[src/rtl/button_conditioner.sv]
// Four-channel push-button front end: 2-flop sync, debounce, rising-edge detect, fixed-priority one-hot pulse.
// Optional post-pulse lockout window enabled by defining BTN_LOCKOUT_EN; otherwise busy_o is tied low.
module button_conditioner #(
    parameter int DEBOUNCE_CYCLES = 50000,
    parameter int LOCKOUT_CYCLES  = 1024
) (
    input  logic       clk,
    input  logic       rst_n,
    input  logic [3:0] btn_raw_i,
    output logic       pulse_hit_o,
    output logic       pulse_stand_o,
    output logic       pulse_double_o,
    output logic       pulse_start_o,
    output logic [3:0] btn_level_o,
    output logic       busy_o
);

    localparam int CW = $clog2(DEBOUNCE_CYCLES + 1);
    localparam logic [CW-1:0] CNT_LAST = CW'(DEBOUNCE_CYCLES - 1);

    logic [3:0]          r_sync1;
    logic [3:0]          r_sync2;
    logic [3:0]          r_stable;
    logic [3:0]          r_stable_prev;
    logic [3:0][CW-1:0]  r_cnt;
    logic [3:0]          r_pulse;
    logic [3:0]          w_rise;
    logic [3:0]          w_grant;
    logic                w_busy;

    always_ff @(posedge clk or negedge rst_n) begin
        if (!rst_n) begin
            r_sync1 <= '0;
            r_sync2 <= '0;
        end else begin
            r_sync1 <= btn_raw_i;
            r_sync2 <= r_sync1;
        end
    end

    // Any cycle where sync matches the stable level restarts the count.
    always_ff @(posedge clk or negedge rst_n) begin
        if (!rst_n) begin
            r_stable <= '0;
            r_cnt    <= '0;
        end else begin
            for (int i = 0; i < 4; i++) begin
                if (r_sync2[i] == r_stable[i]) begin
                    r_cnt[i] <= '0;
                end else if (r_cnt[i] == CNT_LAST) begin
                    r_stable[i] <= r_sync2[i];
                    r_cnt[i]    <= '0;
                end else begin
                    r_cnt[i] <= r_cnt[i] + 1'b1;
                end
            end
        end
    end

    always_ff @(posedge clk or negedge rst_n) begin
        if (!rst_n) begin
            r_stable_prev <= '0;
        end else begin
            r_stable_prev <= r_stable;
        end
    end

    // Edges seen while locked out are discarded, never deferred.
    assign w_rise = r_stable & ~r_stable_prev & {4{~w_busy}};

    // Priority: start[3] > stand[1] > double[2] > hit[0].
    always_comb begin
        w_grant = 4'b0000;
        if (w_rise[3]) begin
            w_grant = 4'b1000;
        end else if (w_rise[1]) begin
            w_grant = 4'b0010;
        end else if (w_rise[2]) begin
            w_grant = 4'b0100;
        end else if (w_rise[0]) begin
            w_grant = 4'b0001;
        end
    end

    always_ff @(posedge clk or negedge rst_n) begin
        if (!rst_n) begin
            r_pulse <= '0;
        end else begin
            r_pulse <= w_grant;
        end
    end

`ifdef BTN_LOCKOUT_EN
    localparam int LW = $clog2(LOCKOUT_CYCLES + 1);
    logic [LW-1:0] r_lock_cnt;

    always_ff @(posedge clk or negedge rst_n) begin
        if (!rst_n) begin
            r_lock_cnt <= '0;
        end else if (|w_grant) begin
            r_lock_cnt <= LW'(LOCKOUT_CYCLES);
        end else if (r_lock_cnt != '0) begin
            r_lock_cnt <= r_lock_cnt - 1'b1;
        end
    end

    assign w_busy = (r_lock_cnt != '0);
`else
    logic w_unused_lockout;
    assign w_unused_lockout = |LOCKOUT_CYCLES;
    assign w_busy = 1'b0;
`endif

    assign pulse_hit_o    = r_pulse[0];
    assign pulse_stand_o  = r_pulse[1];
    assign pulse_double_o = r_pulse[2];
    assign pulse_start_o  = r_pulse[3];
    assign btn_level_o    = r_stable;
    assign busy_o         = w_busy;

endmodule
[config.mk]
export PLATFORM = sky130hd
export DESIGN_NAME = button_conditioner
export DESIGN_NICKNAME = d
export VERILOG_FILES = /design/src/rtl/button_conditioner.sv
export SDC_FILE = /design/constraint.sdc
export NUM_CORES = 1
export LEC_CHECK = 0
export ABC_AREA = 1
export ABC_CLOCK_PERIOD_IN_PS = 1500
export CORE_UTILIZATION = 50
export CTS_CLUSTER_DIAMETER = 40
export CTS_CLUSTER_SIZE = 40
export DETAILED_ROUTE_END_ITERATION = 10
export GPL_ROUTABILITY_DRIVEN = 0
export GPL_TIMING_DRIVEN = 0
export PLACE_DENSITY = 0.73
export RECOVER_POWER = 25
export SETUP_SLACK_MARGIN = 0.4
export SLEW_MARGIN = 30
export SYNTH_ARGS = -nofsm -noshare
export SYNTH_HDL_FRONTEND = slang
export SYNTH_SLANG_ARGS = --single-unit
[constraint.sdc]
create_clock -name clk -period 1.5 [get_ports clk]
set_input_delay 0.3 -clock clk [delete_from_list [all_inputs] [get_ports clk]]
set_output_delay 0.3 -clock clk [all_outputs]
set_load 0.05 [all_outputs]
==> metrics.md, run 1 <==
| Metric | Value |
|---|---|
| TritonRoute pass-1 iters | `5` |
| Worst r2r dst | `r_cnt[62]$_DFF_PN0_` |
| Slowest CP cell | `dfrtp_1` |
| Critical Path Start Type | `flip-flop` |
| Io pins | `15` |
| Synth async-reset ratio | `1.00` |
| Cell count after synthesis | `523` |
| Clock Skews | `0.0154 ns` |
| Die area | `0.00884 mm2` |
| RSZ-0062 raised after global routing | `yes` |
| EDFF count, synth | `0` |
| Clock Path Buffers | `2` |
| Final setup fails | `0` |
| Clock Tree Root | `clkbuf_8` |
| Flop2flop setup slack | `0.13 ns` |
| Library cells used by synthesis | `29` |
| Post-DP HPWL | `5940 um` |
| Outcome | `complete, no violations` |
| Post-route ant nets | `0` |
| Hold slack | `0.355 ns` |
| Hold path depth | `0` |
| Maximum vdd drop | `504 uV` |
| Initial antenna violation count | `0` |
| Largest stage delay on the critical path | `0.42 ns` |
| Layout cells sized above 1 | `0.387` |
| Synthesized net count | `533` |
| Port bufs | `13` |
| Fin. max-slew vios | `0` |
| Netlist Area Pre-Place | `0.00424 mm2` |
| Min Tclk post-route | `1.37 ns` |
| Grt ovf | `0` |
| Clk_lat worst skew | `0.38 ns` |
| Routed len/inst | `14.8 um` |
| Commonest non-fill, non-tap cell in the layout | `nor2_1` |
| DR iter-0 viols | `163` |
| Placeable Area | `0.00822 mm2` |
| Pleak | `2.83 nW` |
| Crit path kind | `flip-flop to flip-flop` |
| Min-delay worst type | `flip-flop to flip-flop` |
| Worst Path Required | `1.78 ns` |
| H-tree Lvls | `3` |
| Fmax | `729 MHz` |
| CTS tree | `yes` |
| Register area share after synthesis | `0.496` |
| Die height | `94.0 um` |
| Fillers | `549` |
| # DRC | `0` |
| Clock-pin slew on the worst setup and hold paths | `0.10 ns` |
| Initial core utilization | `0.515` |
| Top_reg_cell synth | `dfrtp_1` |
| Most frequent cells in the layout | `nor2_1, nand2_1, dfrtp_1, inv_1, buf_4` |
| Register bit count reported by yosys | `84` |
| Antenna fix cells | `0` |
| Vias in the first global route | `3,554` |
| Final period util | `0.915` |
| Pwr Density | `722 mW/mm2` |
| CTS Buf Count | `9` |
| DR vias | `3,812` |
| CP endpoint kind | `flip-flop` |
| Synthesis-to-layout area growth | `42.4%` |
| Yosys warns | `0` |
| Max Cap Viol | `0` |
| Hold Path Sink | `r_sync2[0]$_DFF_PN0_` |
| Final Power | `4.35 mW` |
| Largest net degree at the start of global routing | `51` |
| Row count | `33` |
| CP max FO | `4` |
| Syn avg cell area | `8.10 um2` |
| GRT Overall Usage | `0.242` |
| Nets@finish | `620` |
| Worst r2r src | `r_cnt[49]$_DFF_PN0_` |
| First-pass GRT wire length | `16,400 um` |
| Hold Startpoint | `r_sync1[0]$_DFF_PN0_` |
| CP cell instances | `ha_4, nand3_4, buf_6, nor2_4, nand4_1, nand3_1, nor2_1` |
| Number of vias per cell | `5.29` |
| Routed WL | `10,600 um` |
| Reg2Reg Depth | `7` |
| Hold Fails Final Rpt | `0` |
| CP arrival | `1.65 ns` |
| CTS sink cnt | `84` |
| Die width | `94.0 um` |
| Final core utilization | `0.734` |
-- flip-flops by register name (all words and copies together), names as in the netlist --
signal,cells
r_stable_prev,4
r_cnt,64
btn_level_o,4
r_sync2,4
r_sync1,4
r_pulse,4
-- stage by stage --
| step | setup WS (ns) | TNS [ns] | std cells | cell area [um2] |
|---|---|---|---|---|
| 5_1_grt | 0.0437 | 0 | 720 | 6030 |
| 4_1_cts | 0.167 | 0 | 703 | 5580 |
| 3_3_place_gp | -3.41 | -240.57 | 641 | 4700 |
| 6_report | 0.127 | 0 | 720 | 6030 |
| 3_5_place_dp | -0.0827 | -0.295 | 642 | 4730 |
| 2_1_floorplan | 0.258 | 0 | 523 | 4440 |
-- layout make-up --
class                      instances  area (um2)  share of cell area
buffer                             1        7.51             0.00124
sequential                        84        2120               0.351
tap                              105         131              0.0218
timing repair buffer              76         728               0.121
multi-input combinational        376        2600               0.431
inverter                          62         255              0.0423
clock buffer                      10         128              0.0212
clock inverter                     6        65.1              0.0108
-- where the power goes --
part           switching, mW  total, mW  internal, mW
clock                  0.879       1.65         0.773
sequential            0.0512       2.35          2.30
combinational          0.189      0.352         0.163
-- kinds of logic after synthesis --
group / count (synthesis) / share of synthesized area
simple gates: 317 / 0.335
flops: 84 / 0.496
buf+inv: 63 / 0.0567
xor+xnor: 29 / 0.0653
compound gates: 25 / 0.0340
fa+ha+maj: 4 / 0.0118
other cells: 1 / 0.000885
-- critical path, delay by kind of cell, from the launching register on --
| family | cells | cell delay (ns) |
|---|---|---|
| AND/OR/NAND/NOR | 5 | 0.52 |
| flip-flops | 1 | 0.42 |
| buffers and inverters | 1 | 0.16 |
| adder cells (fa/ha/maj) | 1 | 0.17 |
-- what timing repair did --
item | 4_1_cts | 5_1_grt
endpoints found under the setup margin | 75 | 79
endpoints found under the hold margin | 34 | 0
buffers inserted | 44 | 17
resized for setup | 125 | 87
pin swaps | 25 | 41
hold buffers | 1 | 0
-- synth_stat cells, types with 2 or more instances --
master	number	area, um2
nand2_2	10	62.6
nor2_2	4	25.0
inv_2	2	7.51
xor2_1	16	140
a31oi_1	5	31.3
dfrtp_1	84	2100
xnor2_1	10	87.6
ha_1	4	50.1
nor2_1	133	499
nand4_1	10	62.6
nand2_1	99	372
inv_1	60	225
o21ai_0	4	20.0
nand3_1	44	220
o21bai_1	4	30.0
nor3b_1	3	22.5
nor3_2	4	40.0
nand3_2	3	30.0
a21oi_1	10	50.1
nor3_4	2	32.5
nor2_4	2	22.5
xor2_2	3	48.8
-- how the worst max path moves through the flow --
stage / startpoint / endpoint / slack [ns] / cells past startpoint
finish: r_cnt[49]$_DFF_PN0_ / r_cnt[62]$_DFF_PN0_ / 0.13 / 7
global route: r_cnt[49]$_DFF_PN0_ / r_cnt[62]$_DFF_PN0_ / 0.04 / 7
CTS: btn_level_o[2]$_DFFE_PN0P_ / btn_level_o[2] / 0.17 / 1
detailed placement: btn_level_o[1]$_DFFE_PN0P_ / btn_level_o[1] / -0.08 / 1
global placement: rst_n / btn_level_o[2]$_DFFE_PN0P_ / -3.41 / 1
floorplan: r_cnt[48]$_DFF_PN0_ / btn_level_o[3]$_DFFE_PN0P_ / 0.26 / 6
-- metal layers --
metal | up-vias | GRT usage | wire length, um
li1 | 1808 | - | -
met1 | 1861 | 0.309 | 4300
met2 | 109 | 0.398 | 5530
met3 | 34 | 0.0413 | 468
met4 | 0 | 0.115 | 348
met5 | - | 0 | 0
(Power assumes the default switching activity.)
==> run 2, diff against run 1 <==
- HOLD_SLACK_MARGIN: not set -> 0.1
==> results of run 2 <==
No change in the layout: final DEF, timing and power equal those of run 1.
==> run 3, diff against run 2 <==
- CORE_ASPECT_RATIO: not set -> 1.5
- CORE_MARGIN: not set -> 8
==> run 3 against run 2 <==
  * Flip-flop and latch count is the same
  * Setup slack gained 0.038 ns
  * First-iteration DRC count grew 24%
  * Design area shrank 1.0%
  * Critical path type unchanged
  * Largest cell class unchanged
  * Largest power group unchanged
==> metrics.md, run 3 (synthesis results as in run 1) <==
| Metric | Value |
|---|---|
| Fin. max-slew vios | `0 (unchanged)` |
| Max FFs per register | `64 (unchanged)` |
| Maximum vdd drop | `554 uV (+10%)` |
| Die height | `129 um (+37%)` |
| Number of vias per cell | `5.42 (+2.5%)` |
| Post-DP HPWL | `6160 um (+3.7%)` |
| # DRC | `0 (unchanged)` |
| Non-Filler Instances | `711 (-1.3%)` |
| Clock Power Share | `0.444 (+0.065)` |
| Switching portion of total power | `0.227 (-0.0297)` |
| Antenna fix cells | `0 (unchanged)` |
| Final setup fails | `0 (unchanged)` |
| Pwr Density | `812 mW/mm2 (+12%)` |
| Layout cells sized above 1 | `0.366 (-0.0211)` |
| Largest net degree at the start of global routing | `47 (-7.8%)` |
| Min Tclk post-route | `1.33 ns (-0.0376 ns)` |
| Grt ovf | `0 (unchanged)` |
| H-tree Lvls | `3 (unchanged)` |
| Vias in the first global route | `3,743 (+5.3%)` |
| First-pass GRT wire length | `16,800 um (+2.6%)` |
| Critical Path Start Type | `flip-flop` |
| CTS sink cnt | `84 (unchanged)` |
| Worst Path Required | `1.72 ns (-0.06 ns)` |
| Initial antenna violation count | `0 (unchanged)` |
| Clock Path Buffers | `2 (unchanged)` |
| Max Cap Viol | `0 (unchanged)` |
| Die area | `0.0117 mm2 (+33%)` |
| Outcome | `complete, no violations` |
| RSZ-0062 raised after global routing | `yes` |
| DP Area | `0.00473 mm2 (about the same)` |
| Reg2Reg Depth | `6 (-1)` |
| Port bufs | `13 (unchanged)` |
| Clock Skews | `0.00544 ns (-0.00996 ns)` |
| Worst slew margin | `0.622` |
| Worst-Margin Slew | `0.568 ns` |
| Pleak | `2.80 nW (-1.1%)` |
| Clock-pin slew on the worst setup and hold paths | `0.06 ns (-0.04 ns)` |
| Die width | `91.1 um (-3.1%)` |
| Area occupied by multi-input gates | `0.00256 mm2 (-1.6%)` |
| Placeable Area | `0.00831 mm2 (+1.1%)` |
| Fin area | `0.00597 mm2 (-1.0%)` |
| Hold Fails Final Rpt | `0 (unchanged)` |
| Post-route ant nets | `0 (unchanged)` |
| Synthesis-to-layout area growth | `41.0%` |
| CTS tree | `yes` |
| Crit path kind | `flip-flop to flip-flop` |
| GRT Overall Usage | `0.178 (-0.0641)` |
| Net switching power | `1.10 mW (-1.6%)` |
| Initial core utilization | `0.510 (-0.00582)` |
| Routed WL | `10,800 um (+1.3%)` |
| Internal | `3.74 mW (+16%)` |
| Pre-CTS worst setup slack | `-0.0893 ns (-0.00659 ns)` |
| Row count | `41 (+24%)` |
| Placed cells | `644 (+0.31%)` |
| DR iter-0 viols | `202 (+24%)` |
| Nets@finish | `609 (-1.8%)` |
| CP arrival | `1.55 ns (-0.10 ns)` |
| Clock Tree Root | `clkbuf_16` |
| Hold slack | `0.348 ns (-0.00684 ns)` |
| CTS Buf Count | `9 (unchanged)` |
| Clk_lat worst skew | `0.34 ns (-0.04 ns)` |
| Most frequent cells in the layout | `nor2_1, nand2_1, dfrtp_1, inv_1, buf_4` |
| Commonest non-fill, non-tap cell in the layout | `nor2_1` |
| Largest Register | `r_cnt` |
| CP max FO | `6 (+2)` |
| Io pins | `15 (unchanged)` |
| Logic pwr share | `0.070 (-0.011)` |
| TritonRoute pass-1 iters | `5 (unchanged)` |
| Seq pwr share | `0.486 (-0.054)` |
| Final period util | `0.890 (-0.0251)` |
| Hold path depth | `0 (unchanged)` |
| Fillers | `554 (+0.91%)` |
| Flop2flop setup slack | `0.17 ns (+0.04 ns)` |
| CP endpoint kind | `flip-flop` |
| Min-delay worst type | `flip-flop to flip-flop` |
| FF+latch area | `0.00211 mm2 (about the same)` |
| Final worst slack | `0.165 ns (+0.0376 ns)` |
| DR vias | `3,857 (+1.2%)` |
| Routed len/inst | `15.2 um (+2.6%)` |
| Fmax | `749 MHz (+2.8%)` |
-- run 3: cell count changes in the layout (fill, tap and decap cells not counted), sizes merged --
cell / before / now
inv: 63 / 62
buf: 71 / 59
clkbuf: 11 / 13
-- run 3: routing by layer --
layer / GRT usage / up-vias / wire, um
li1: - / 1803 / -
met1: 0.192 / 1901 / 3970
met2: 0.314 / 116 / 5930
met3: 0.0367 / 37 / 457
met4: 0.106 / 0 / 418
met5: 0 / - / 0
-- run 3: what timing repair did --
action	CTS	global route
hold buffers	1	0
setup endpoints to repair	75	114
pin swaps	34	38
gates resized for setup	120	72
hold endpoints to repair	38	0
buffers inserted	33	17
-- run 3: layout make-up --
type                            instances  share of cell area
Tap cell                              107              0.0224
Buffer                                  1             0.00126
Timing Repair Buffer                   65               0.105
Clock inverter                          5             0.00880
Sequential cell                        84               0.354
Inverter                               62              0.0411
Clock buffer                           11              0.0390
Multi-Input combinational cell        376               0.428
-- run 3: power groups by stage --
stage               combinational, mW  clock [mW]  sequential, mW
floorplan                       0.102           0            2.38
CTS                             0.289        2.20            2.35
finish                          0.338        2.15            2.35
global route                    0.374        2.28            2.36
global placement                0.176           0            2.38
detailed placement              0.192           0            2.39
-- run 3: worst paths after layout --
path	start	endpoint
worst max-delay path	r_cnt[1]$_DFF_PN0_	r_cnt[4]$_DFF_PN0_
worst min register to register	r_sync1[0]$_DFF_PN0_	r_sync2[0]$_DFF_PN0_
max in group asynchronous	rst_n	r_cnt[34]$_DFF_PN0_
worst max register to register	r_cnt[1]$_DFF_PN0_	r_cnt[4]$_DFF_PN0_
worst min-delay path	r_sync1[0]$_DFF_PN0_	r_sync2[0]$_DFF_PN0_
min in group asynchronous	rst_n	r_cnt[15]$_DFF_PN0_
-- run 3: metrics by stage --
stage	power (mW)	TNS [ns]	utilization
after CTS	4.83	0	0.675
final	4.85	0	0.718
after detailed placement	2.58	-0.315	0.569
after global routing	5.01	0	0.718
after floorplan	2.48	0	-
after global placement	2.56	-237.22	0.565
-- run 3: critical path: stages, from the launching register on --
cell	delay (ns)
dfrtp_1	0.40
ha_4	0.17
nand3_4	0.13
nor3_4	0.21
nand2_4	0.15
nand2_8	0.12
nor2_2	0.04
